**src/rtl/fc_argmax_sequencer_if.sv**
```systemverilog
// fc_argmax_sequencer_if: input stream, result handshake and status bundle
interface fc_argmax_sequencer_if #(
  parameter int WORD_SIZE  = 16,
  parameter int LAYER_SIZE = 10
);
  localparam int N = $clog2(LAYER_SIZE);
  logic                 start;
  logic                 in_valid;
  logic                 in_ready;
  logic [WORD_SIZE-1:0] in_data;
  logic                 out_valid;
  logic                 out_ready;
  logic [N-1:0]         out_idx;
  logic [WORD_SIZE-1:0] out_val;
  logic                 busy;
  modport master (
    output start, in_valid, in_data, out_ready,
    input  in_ready, out_valid, out_idx, out_val, busy
  );
  modport slave (
    input  start, in_valid, in_data, out_ready,
    output in_ready, out_valid, out_idx, out_val, busy
  );
endinterface

```
**src/rtl/fc_argmax_sequencer.sv**
```systemverilog
// fc_argmax_sequencer: serial argmax over one FC layer's outputs with a single shared comparator
module fc_argmax_sequencer #(
  parameter int WORD_SIZE  = 16,
  parameter int LAYER_SIZE = 10
) (
  input logic                  clk,
  input logic                  rst,
  fc_argmax_sequencer_if.slave bus
);
  localparam int N = $clog2(LAYER_SIZE);
  typedef enum logic [1:0] {IDLE, COLLECT, DONE} state_t;
  state_t                      state, state_nx;
  logic [N-1:0]                cnt, max_idx;
  logic signed [WORD_SIZE-1:0] max_val;
  logic                        accept, last;
  assign accept = bus.in_valid && state == COLLECT;
  assign last   = cnt == N'(LAYER_SIZE - 1);
  // state register
  always_ff @(posedge clk)
    state <= rst ? IDLE : state_nx;
  // next state: start only counts in IDLE, result leaves DONE on handshake
  always_comb
    state_nx = state == IDLE    ? (bus.start ? COLLECT : IDLE) :
               state == COLLECT ? (accept && last ? DONE : COLLECT) :
                                  (bus.out_ready ? IDLE : DONE);
  // beat counter and running maximum; beat 0 seeds, later beats win only when strictly greater
  always_ff @(posedge clk)
    if (rst) begin
      cnt     <= '0;
      max_idx <= '0;
      max_val <= '0;
    end else if (state == IDLE && bus.start) begin
      cnt <= '0;
    end else if (accept) begin
      cnt <= cnt + 1'b1;
      if (cnt == '0 || $signed(bus.in_data) > max_val) begin
        max_val <= bus.in_data;
        max_idx <= cnt;
      end
    end
  // outputs decode from registers only, so nothing combinational reaches them from the inputs
  always_comb begin
    bus.in_ready  = state == COLLECT;
    bus.out_valid = state == DONE;
    bus.busy      = state != IDLE;
    bus.out_idx   = max_idx;
    bus.out_val   = max_val;
  end
endmodule
```
**src/flat_wrapper.sv**
```systemverilog
// flat-port wrapper written by rule: the top's interface ports become plain ports
module fc_argmax_sequencer_flat 
#(
  parameter int WORD_SIZE  = 16,
  parameter int LAYER_SIZE = 10
)
  (clk, rst, bus_start, bus_in_valid, bus_in_data, bus_out_ready, bus_in_ready, bus_out_valid, bus_out_idx, bus_out_val, bus_busy);
  fc_argmax_sequencer_if #(.WORD_SIZE(WORD_SIZE), .LAYER_SIZE(LAYER_SIZE)) bus_i ();
  input logic clk;
  input logic rst;
  input wire logic [$bits(bus_i.start)-1:0] bus_start;
  input wire logic [$bits(bus_i.in_valid)-1:0] bus_in_valid;
  input wire logic [$bits(bus_i.in_data)-1:0] bus_in_data;
  input wire logic [$bits(bus_i.out_ready)-1:0] bus_out_ready;
  output wire logic [$bits(bus_i.in_ready)-1:0] bus_in_ready;
  output wire logic [$bits(bus_i.out_valid)-1:0] bus_out_valid;
  output wire logic [$bits(bus_i.out_idx)-1:0] bus_out_idx;
  output wire logic [$bits(bus_i.out_val)-1:0] bus_out_val;
  output wire logic [$bits(bus_i.busy)-1:0] bus_busy;
  assign bus_i.start = bus_start;
  assign bus_i.in_valid = bus_in_valid;
  assign bus_i.in_data = bus_in_data;
  assign bus_i.out_ready = bus_out_ready;
  assign bus_in_ready = bus_i.in_ready;
  assign bus_out_valid = bus_i.out_valid;
  assign bus_out_idx = bus_i.out_idx;
  assign bus_out_val = bus_i.out_val;
  assign bus_busy = bus_i.busy;
  fc_argmax_sequencer #(.WORD_SIZE(WORD_SIZE), .LAYER_SIZE(LAYER_SIZE)) u_core (.clk(clk), .rst(rst), .bus(bus_i));
endmodule
```
**config.mk**
```make
export PLATFORM = sky130hd
export DESIGN_NAME = fc_argmax_sequencer_flat
export DESIGN_NICKNAME = d
export VERILOG_FILES = /design/src/rtl/fc_argmax_sequencer_if.sv /design/src/rtl/fc_argmax_sequencer.sv /design/src/flat_wrapper.sv
export SDC_FILE = /design/constraint.sdc
export NUM_CORES = 1
export LEC_CHECK = 0
export BUFFER_PORTS_ARGS = -buffer_cell sky130_fd_sc_hd__buf_4
export CAP_MARGIN = 20
export CORE_ASPECT_RATIO = 0.9
export CORE_MARGIN = 2
export CORE_UTILIZATION = 35
export CTS_BUF_LIST = sky130_fd_sc_hd__clkbuf_4 sky130_fd_sc_hd__clkbuf_8
export DETAILED_ROUTE_END_ITERATION = 6
export PLACE_DENSITY_LB_ADDON = 0.05
export SLEW_MARGIN = 20
export SYNTH_ARGS = -nofsm -noshare
export SYNTH_HDL_FRONTEND = slang
export SYNTH_SLANG_ARGS = --single-unit
```
**constraint.sdc**
```tcl
create_clock -name clk -period 4.4 [get_ports clk]
set_input_delay 0.44 -clock clk [delete_from_list [all_inputs] [get_ports clk]]
set_output_delay 0.44 -clock clk [all_outputs]
set_load 0.01 [all_outputs]
```
Word level (Yosys, flattened, before mapping):

Index checks and enable logic that the tools add are counted.

* register bits after elaboration: 26
* bits of input ports: 21
* output and inout port bits: 23

* $add $sub $neg: 1
* $lt $le $gt $ge: 1
* equality and inequality tests: 3
* multiplexer cells: 5
* bitwise gates (word level): 1
* reductions and logical operators: 9

Operator list (number)
* greater-than comparator 16 bit: 1
* two-way mux 2 bit: 4
* adder 4 x 1 -> 4 bit, second input constant: 1
* equality test 4 bit, second input constant: 1
* logical NOT 4 bit: 1
* logical AND 1 bit: 3
* AND reduction 3 bit: 1
* equality test 2 x 1 -> 1 bit, second input constant: 1
* equality test 2 bit, second input constant: 1
* logical NOT 2 bit: 1
* nonzero test 2 bit: 1
* OR reduction 2 bit: 1
* logical OR 1 bit: 1
* two-way mux 1 bit: 1
* inverter 1 bit: 1

Longest topological paths before layout:

Gate-level depths: netlist of run 1.

* depth in word-level cells: 6
* gate-level depth with buffers: 9
* mapped depth without buffers: 8

Worst setup path after synthesis of run 1:

Ideal clock, no wire load.

* path type: input to register
* from: in bus_in_data[15]
* to: reg u_core.max_idx[0], in the netlist u_core.bus.out_idx[0]
* setup time: 0.072 ns
* data arrival time: 2.084 ns
* required time: 4.328 ns
* path slack: 2.245 ns
* stages: 8
* cell sequence: ha_1 nand4_4 nor4_4 a211oi_1 nand2_2 mux2i_2 buf_6 mux2i_1

* longest elaborated chain between the ends: 3

RTL lines
* start: declaration: line flat_wrapper.sv:13 `input wire logic [$bits(bus_i.in_data)-1:0] bus_in_data;`
* greater-than comparator 16 bit: line fc_argmax_sequencer.sv:36 `if (cnt == '0 || $signed(bus.in_data) > max_val) begin`
* logical OR 1 bit: line fc_argmax_sequencer.sv:36
* AND reduction 3 bit (no source line)
* end signal: assignment: line fc_argmax_sequencer.sv:38 `max_idx <= cnt;`
* end: declaration: line fc_argmax_sequencer.sv:13 `logic [N-1:0] cnt, max_idx;`

Every way passes these cells.
A chain may end at the register's enable or synchronous reset.

Worst setup path after layout of run 1:

* from: reg u_core.max_val[15], in the netlist u_core.bus.out_val[15]
* to: reg u_core.max_val[11], in the netlist u_core.bus.out_val[11]

* longest elaborated chain between the ends: 3

RTL lines
* start: declaration: line fc_argmax_sequencer.sv:14 `logic signed [WORD_SIZE-1:0] max_val;`
* start signal: assignment: line fc_argmax_sequencer.sv:37 `max_val <= bus.in_data;`
* greater-than comparator 16 bit: line fc_argmax_sequencer.sv:36
* logical OR 1 bit: line fc_argmax_sequencer.sv:36
* AND reduction 3 bit (no source line)

Every way passes these cells.

==> results of run 1 <==
cell families (layout without fill, tap and decap cells):
logic type / after synthesis / count (layout) / share of synthesized area
multiplexers: 21 / 21 / 0.133
buffers and inverters: 28 / 70 / 0.0773
XOR/XNOR: 3 / 3 / 0.0164
AND/OR/NAND/NOR: 74 / 74 / 0.221
adder cells (fa/ha/maj): 19 / 19 / 0.148
AO/OA/AOI/OAI: 19 / 19 / 0.0788
flip-flops: 26 / 26 / 0.325
flip-flops by register name, indices dropped and copies added (netlist names):
| name | flops |
|---|---|
| u_core.bus.out_idx | 4 |
| u_core.cnt | 4 |
| u_core.bus.out_val | 16 |
| u_core.state | 2 |
layer usage:
| metal | share of wire | track usage | up-vias | wire length [µm] |
|---|---|---|---|---|
| met4 | 0.011 | 0.0395 | 0 | 39 |
| met1 | 0.43 | 0.168 | 651 | 1510 |
| li1 | - | - | 718 | - |
| met5 | 0 | 0 | - | 0 |
| met3 | 0.038 | 0.0309 | 4 | 132 |
| met2 | 0.52 | 0.271 | 21 | 1800 |
final cells by class:
class	count	area (µm²)	area share
well taps	62	77.6	0.0380
clock inverters	1	30.0	0.0147
repair buffers	44	330	0.162
inverters	22	82.6	0.0405
multi-input cells	136	958	0.470
flip-flops and latches	26	520	0.255
clock buffers	3	41.3	0.0202
worst max-delay path: cells and delay by family, from the launching register on:
family	cells	cell delay, ns
fa+ha+maj	1	0.36
compound gates	1	0.18
simple gates	3	0.62
buf+inv	2	0.42
flops	1	0.37
mux	2	0.82
metrics by stage:
step / instances / util / instance area (µm²) / hold slack, ns / worst slack [ns]
3_3_place_gp: 290 / 0.444 / 1970 / 0.459 / 1.48
4_1_cts: 294 / 0.460 / 2040 / 0.329 / 1.51
5_1_grt: 294 / 0.460 / 2040 / 0.336 / 1.33
2_1_floorplan: 190 / - / 1600 / 0.477 / 2.24
3_5_place_dp: 290 / 0.444 / 1970 / 0.457 / 1.37
6_report: 294 / 0.460 / 2040 / 0.348 / 1.56
path summary, 6_finish.rpt:
kind,startpoint,endpoint,slack (ns),depth (start not counted)
worst min-delay path,rst,u_core.state[1]$_SDFF_PP0_,0.35,2
worst max register to register,u_core.bus.out_val[15]$_SDFFE_PP0P_,u_core.bus.out_val[11]$_SDFFE_PP0P_,1.56,9
worst max-delay path,u_core.bus.out_val[15]$_SDFFE_PP0P_,u_core.bus.out_val[11]$_SDFFE_PP0P_,1.56,9
worst min register to register,u_core.bus.out_idx[0]$_SDFFE_PP0P_,u_core.bus.out_idx[0]$_SDFFE_PP0P_,0.47,2
placed cells by master (no fill, tap or decap):
master,Yosys,layout
a211oi_1,1,1
a21o_1,2,2
a21oi_1,8,8
a311o_2,1,1
a311oi_1,1,1
a31oi_1,1,1
a32o_2,1,1
and3_1,1,1
buf_4,1,44
bufinv_16,0,1
clkbuf_8,0,3
dfxtp_1,26,26
ha_1,19,19
inv_1,22,21
inv_2,0,1
mux2i_1,20,20
mux2i_2,1,1
nand2_1,49,49
nand2_2,2,2
nand3_1,1,1
nand4_1,2,2
nand4_2,1,1
nand4_4,1,1
nor2_1,8,8
nor2b_1,2,2
nor3_1,2,2
nor4_1,1,1
nor4_4,1,1
o21ai_0,1,1
o21ai_1,1,1
o21bai_1,1,1
o221ai_1,1,1
or2_1,1,1
or2_2,1,1
or2b_1,1,1
xnor2_1,1,1
xor2_1,2,2
power by group through the flow:
| stage | combinational (mW) | sequential (mW) | clock, mW |
|---|---|---|---|
| finish | 0.158 | 0.262 | 0.202 |
| global route | 0.179 | 0.264 | 0.218 |
| CTS | 0.161 | 0.262 | 0.212 |
| detailed placement | 0.161 | 0.268 | 0 |
| global placement | 0.158 | 0.266 | 0 |
| floorplan | 0.0991 | 0.272 | 0 |
==> flow_summary.yaml, run 1 <==
synth:
  synth-edff-count: 0
  synth_commonest_cells: "nand2_1, dfxtp_1, inv_1, mux2i_1, ha_1"
  synth_nets: 230
  synth.avg_cell_area_um2: 8.44
  yosysSeqAreaShare: 0.325
  synthesis.area_um2: 1600
  yosys_warnings: 0
  syn_inst: 190
  synth_cell_types: 36
  yosys.cell_count.top_type: "nand2_1"
  ys.flop_type: "dfxtp_1"
  ys_ff_latch: 26
  async_flop_share: 0
  synth_top_cell_by_area: "dfxtp_1"
  yosys-top-cells-area: "dfxtp_1, ha_1, mux2i_1, nand2_1, inv_1"
  synthDominantCellAreaShare: 0.325
power:
  switching_share: 0.279
  pwr-share-clk: 0.326
  power_leakage_nw: 0.984
  power_frac_seq: 0.421
  p_total_mw: 0.622
  internal_power_mw: 0.448
  p_switching_mw: 0.174
  pwr-share-comb: 0.254
  vdd.ir_drop.worst_v: 0.000128
  powerDensity_nw_per_um2: 305
clock_tree:
  clockRootBuffer: "clkbuf_8"
  clock_sinks: 26
  postCtsSetupBuffers: 0
  clk_latency_ns: 0.28
  htreeDepth: 1
  cts_buffer_depth: 2
  cts_tree: "done"
  clk_pin_slew_ns: 0.09
  cts-resized-gates: 0
  numCtsBuffers: 3
  cts-hold-fix-buffers: 0
grt:
  antenna_found_initial: 0
  grt_pass1_wl_um: 5720
  grt_max_degree: 41
  grt_usage: 0.146
  grt_pass1_vias: 1310
  overflow: 0
critical_path:
  crit_required_ns: 4.60
  cp-end-kind: "flop"
  worstSetupPathType: "flop to flop"
  cp_max_fo: 13
  slowest_stage: "mux2i_2"
  arrival_ns: 3.04
  cpPeakStageDelay_ns: 0.58
  path_cells: "inv_1 > ha_1 > nand4_4 > nor4_4 > a211oi_1 > nand2_2 > mux2i_2 > buf_4 > mux2i_1"
  start_kind: "flop"
floorplanning:
  core_area_um2: 4430
  initial_utilization: 0.362
  placementRows: 23
  pin_count: 44
  die_height_um: 68.2
  dieArea_um2: 5140
  die_w_um: 75.3
run:
  maxCapViolations: 0
route:
  dr.pass1.iters: 4
  wl_per_cell_um: 11.9
  drc: 0
  ant_nets: 0
  vias: 1394
  drtIter0Drc: 35
  routed_wl_um: 3490
  viasPerCell: 4.74
layout:
  n_antenna_cell: 0
  nNetsFinal: 273
  area_growth_pct: 27.3
  post_route_cells_drive_above_1_share: 0.250
  layout.filler_cells: 459
timing:
  report.final.slew_viol_count: 0
  layout_worst_path_cycle_share: 0.646
  maxSlewHeadroom: 0.561
  setup_viol_count_final: 0
  fin_crit_ns: 2.84
  worst_slew_pin_slew_ns: 0.646
  skew_ns: 0.00298
  rsz0062_at_grt: "no"
  fmax_ghz: 0.352
  final.setup.tns_ns: 0
  hold_violations: 0
placed_design:
  place_congestion: 0.808
  io_buffers: 43
  dp_hpwl_um: 2760
hold_path:
  hold_class: "input pin to flop"
outcome:
  status: "completed"
(Power assumes the default switching activity.)
==> inputs of run 2 (changes only) <==
Clock period 4.4 ns to 2.5 ns, I/O delays scaled along.
==> run 2 against run 1 <==
  * Global-route usage fell by 0.17 points
  * Clock skew fell by 0.00087 ns
  * Clock-buffer cell count did not move
  * Combinational power rose by 83%
  * Sequential power rose by 76%
  * Final cell count rose by 0.68%
  * Via count fell by 1.1%
  * Critical path type unchanged
  * Largest cell class unchanged
==> flow_summary.yaml, run 2 (synthesis gave the netlist of run 1 again) <==
route:
  drc: 0
  routed_wl_um: 3490
  drtIter0Drc: 13
  dr.pass1.iters: 4
  ant_nets: 0
  vias: 1379
  wl_per_cell_um: 11.8
  viasPerCell: 4.66
critical_path:
  start_kind: "flop"
  cpPeakStageDelay_ns: 0.36
  worstSetupPathType: "flop to flop"
  slowest_stage: "dfxtp_1"
  ff2ff_setup_slack_ns: 0.17
  path_cells: "inv_1 > ha_1 > nand4_4 > nor4_4 > a211oi_1 > nand2_2 > mux2i_2 > buf_12 > mux2i_1"
  arrival_ns: 2.53
  cp-end-kind: "flop"
  crit_family: "simple AND/OR/NAND/NOR gates"
  crit_buf_inv: 2
  crit_required_ns: 2.70
  cp_max_fo: 15
clock_tree:
  cts_buffer_depth: 2
  cts-hold-fix-buffers: 0
  clk_latency_ns: 0.27
  cts_tree: "done"
  clock_sinks: 26
  clk_pin_slew_ns: 0.09
  htreeDepth: 1
  numCtsBuffers: 3
  cts-resized-gates: 0
  clockRootBuffer: "clkbuf_8"
  postCtsSetupBuffers: 0
placed_design:
  placed_area_um2: 2000
  place_congestion: 0.793
  io_buffers: 43
  dp_cells: 292
  place_ws_ns: 0.173
  dp_hpwl_um: 2900
layout:
  largest_register_ffs: 16
  layout.filler_cells: 459
  final_cell_area_um2: 2070
  layout_commonest_cell: "nand2_1"
  nNetsFinal: 275
  n_antenna_cell: 0
  final-seq-area_um2: 520
  multi_input_area_um2: 958
  area_growth_pct: 29.0
  utilization: 0.467
  final_cell_mix: "nand2_1, buf_4, dfxtp_1"
  instances_no_fill: 296
  post_route_cells_drive_above_1_share: 0.252
timing:
  worst_slew_pin_slew_ns: 0.489
  rsz0062_at_grt: "no"
  skew_ns: 0.00211
  setup_slack_ns: 0.174
  fmax_ghz: 0.430
  report.final.slew_viol_count: 0
  layout_worst_path_cycle_share: 0.931
  hold_violations: 0
  fin_crit_ns: 2.33
  setup_viol_count_final: 0
  holdWs_ns: 0.158
  maxSlewHeadroom: 0.673
  final.setup.tns_ns: 0
outcome:
  status: "completed"
floorplanning:
  die_height_um: 68.2
  pin_count: 44
  dieArea_um2: 5140
  placementRows: 23
  initial_utilization: 0.362
  core_area_um2: 4430
  die_w_um: 75.3
grt:
  grt_usage: 0.144
  grt_pass1_vias: 1317
  overflow: 0
  antenna_found_initial: 0
  grt_max_degree: 26
  grt_pass1_wl_um: 5620
run:
  maxCapViolations: 0
power:
  powerDensity_nw_per_um2: 533
  power_leakage_nw: 1.00
  vdd.ir_drop.worst_v: 0.000202
  p_total_mw: 1.10
hold_path:
  hold_class: "input pin to flop"
## run 2: where the power goes
part	internal, mW	switching (mW)
sequential	0.440	0.0202
combinational	0.143	0.146
clock	0.214	0.138
## run 2: per-layer routing
metal	wire length [µm]	part of all wire	vias up	track usage
met5	0	0	-	0
met4	49	0.014	0	0.0461
met3	165	0.047	7	0.0339
met2	1850	0.53	25	0.263
met1	1420	0.41	630	0.165
li1	-	-	717	-
## run 2: worst paths after layout
check	from	to	cells after the start
worst max-delay path	u_core.bus.out_val[15]$_SDFFE_PP0P_	u_core.bus.out_idx[1]$_SDFFE_PP0P_	9
worst min-delay path	rst	u_core.state[1]$_SDFF_PP0_	2
worst max register to register	u_core.bus.out_val[15]$_SDFFE_PP0P_	u_core.bus.out_idx[1]$_SDFFE_PP0P_	9
worst min register to register	u_core.bus.out_idx[2]$_SDFFE_PP0P_	u_core.bus.out_idx[2]$_SDFFE_PP0P_	2
## run 2: cell type report
cell class / count / share of cell area
repair buffers: 46 / 0.173
clock buffers: 3 / 0.0200
well taps: 62 / 0.0375
clock inverters: 1 / 0.0145
flip-flops and latches: 26 / 0.252
multi-input cells: 136 / 0.463
inverters: 22 / 0.0399
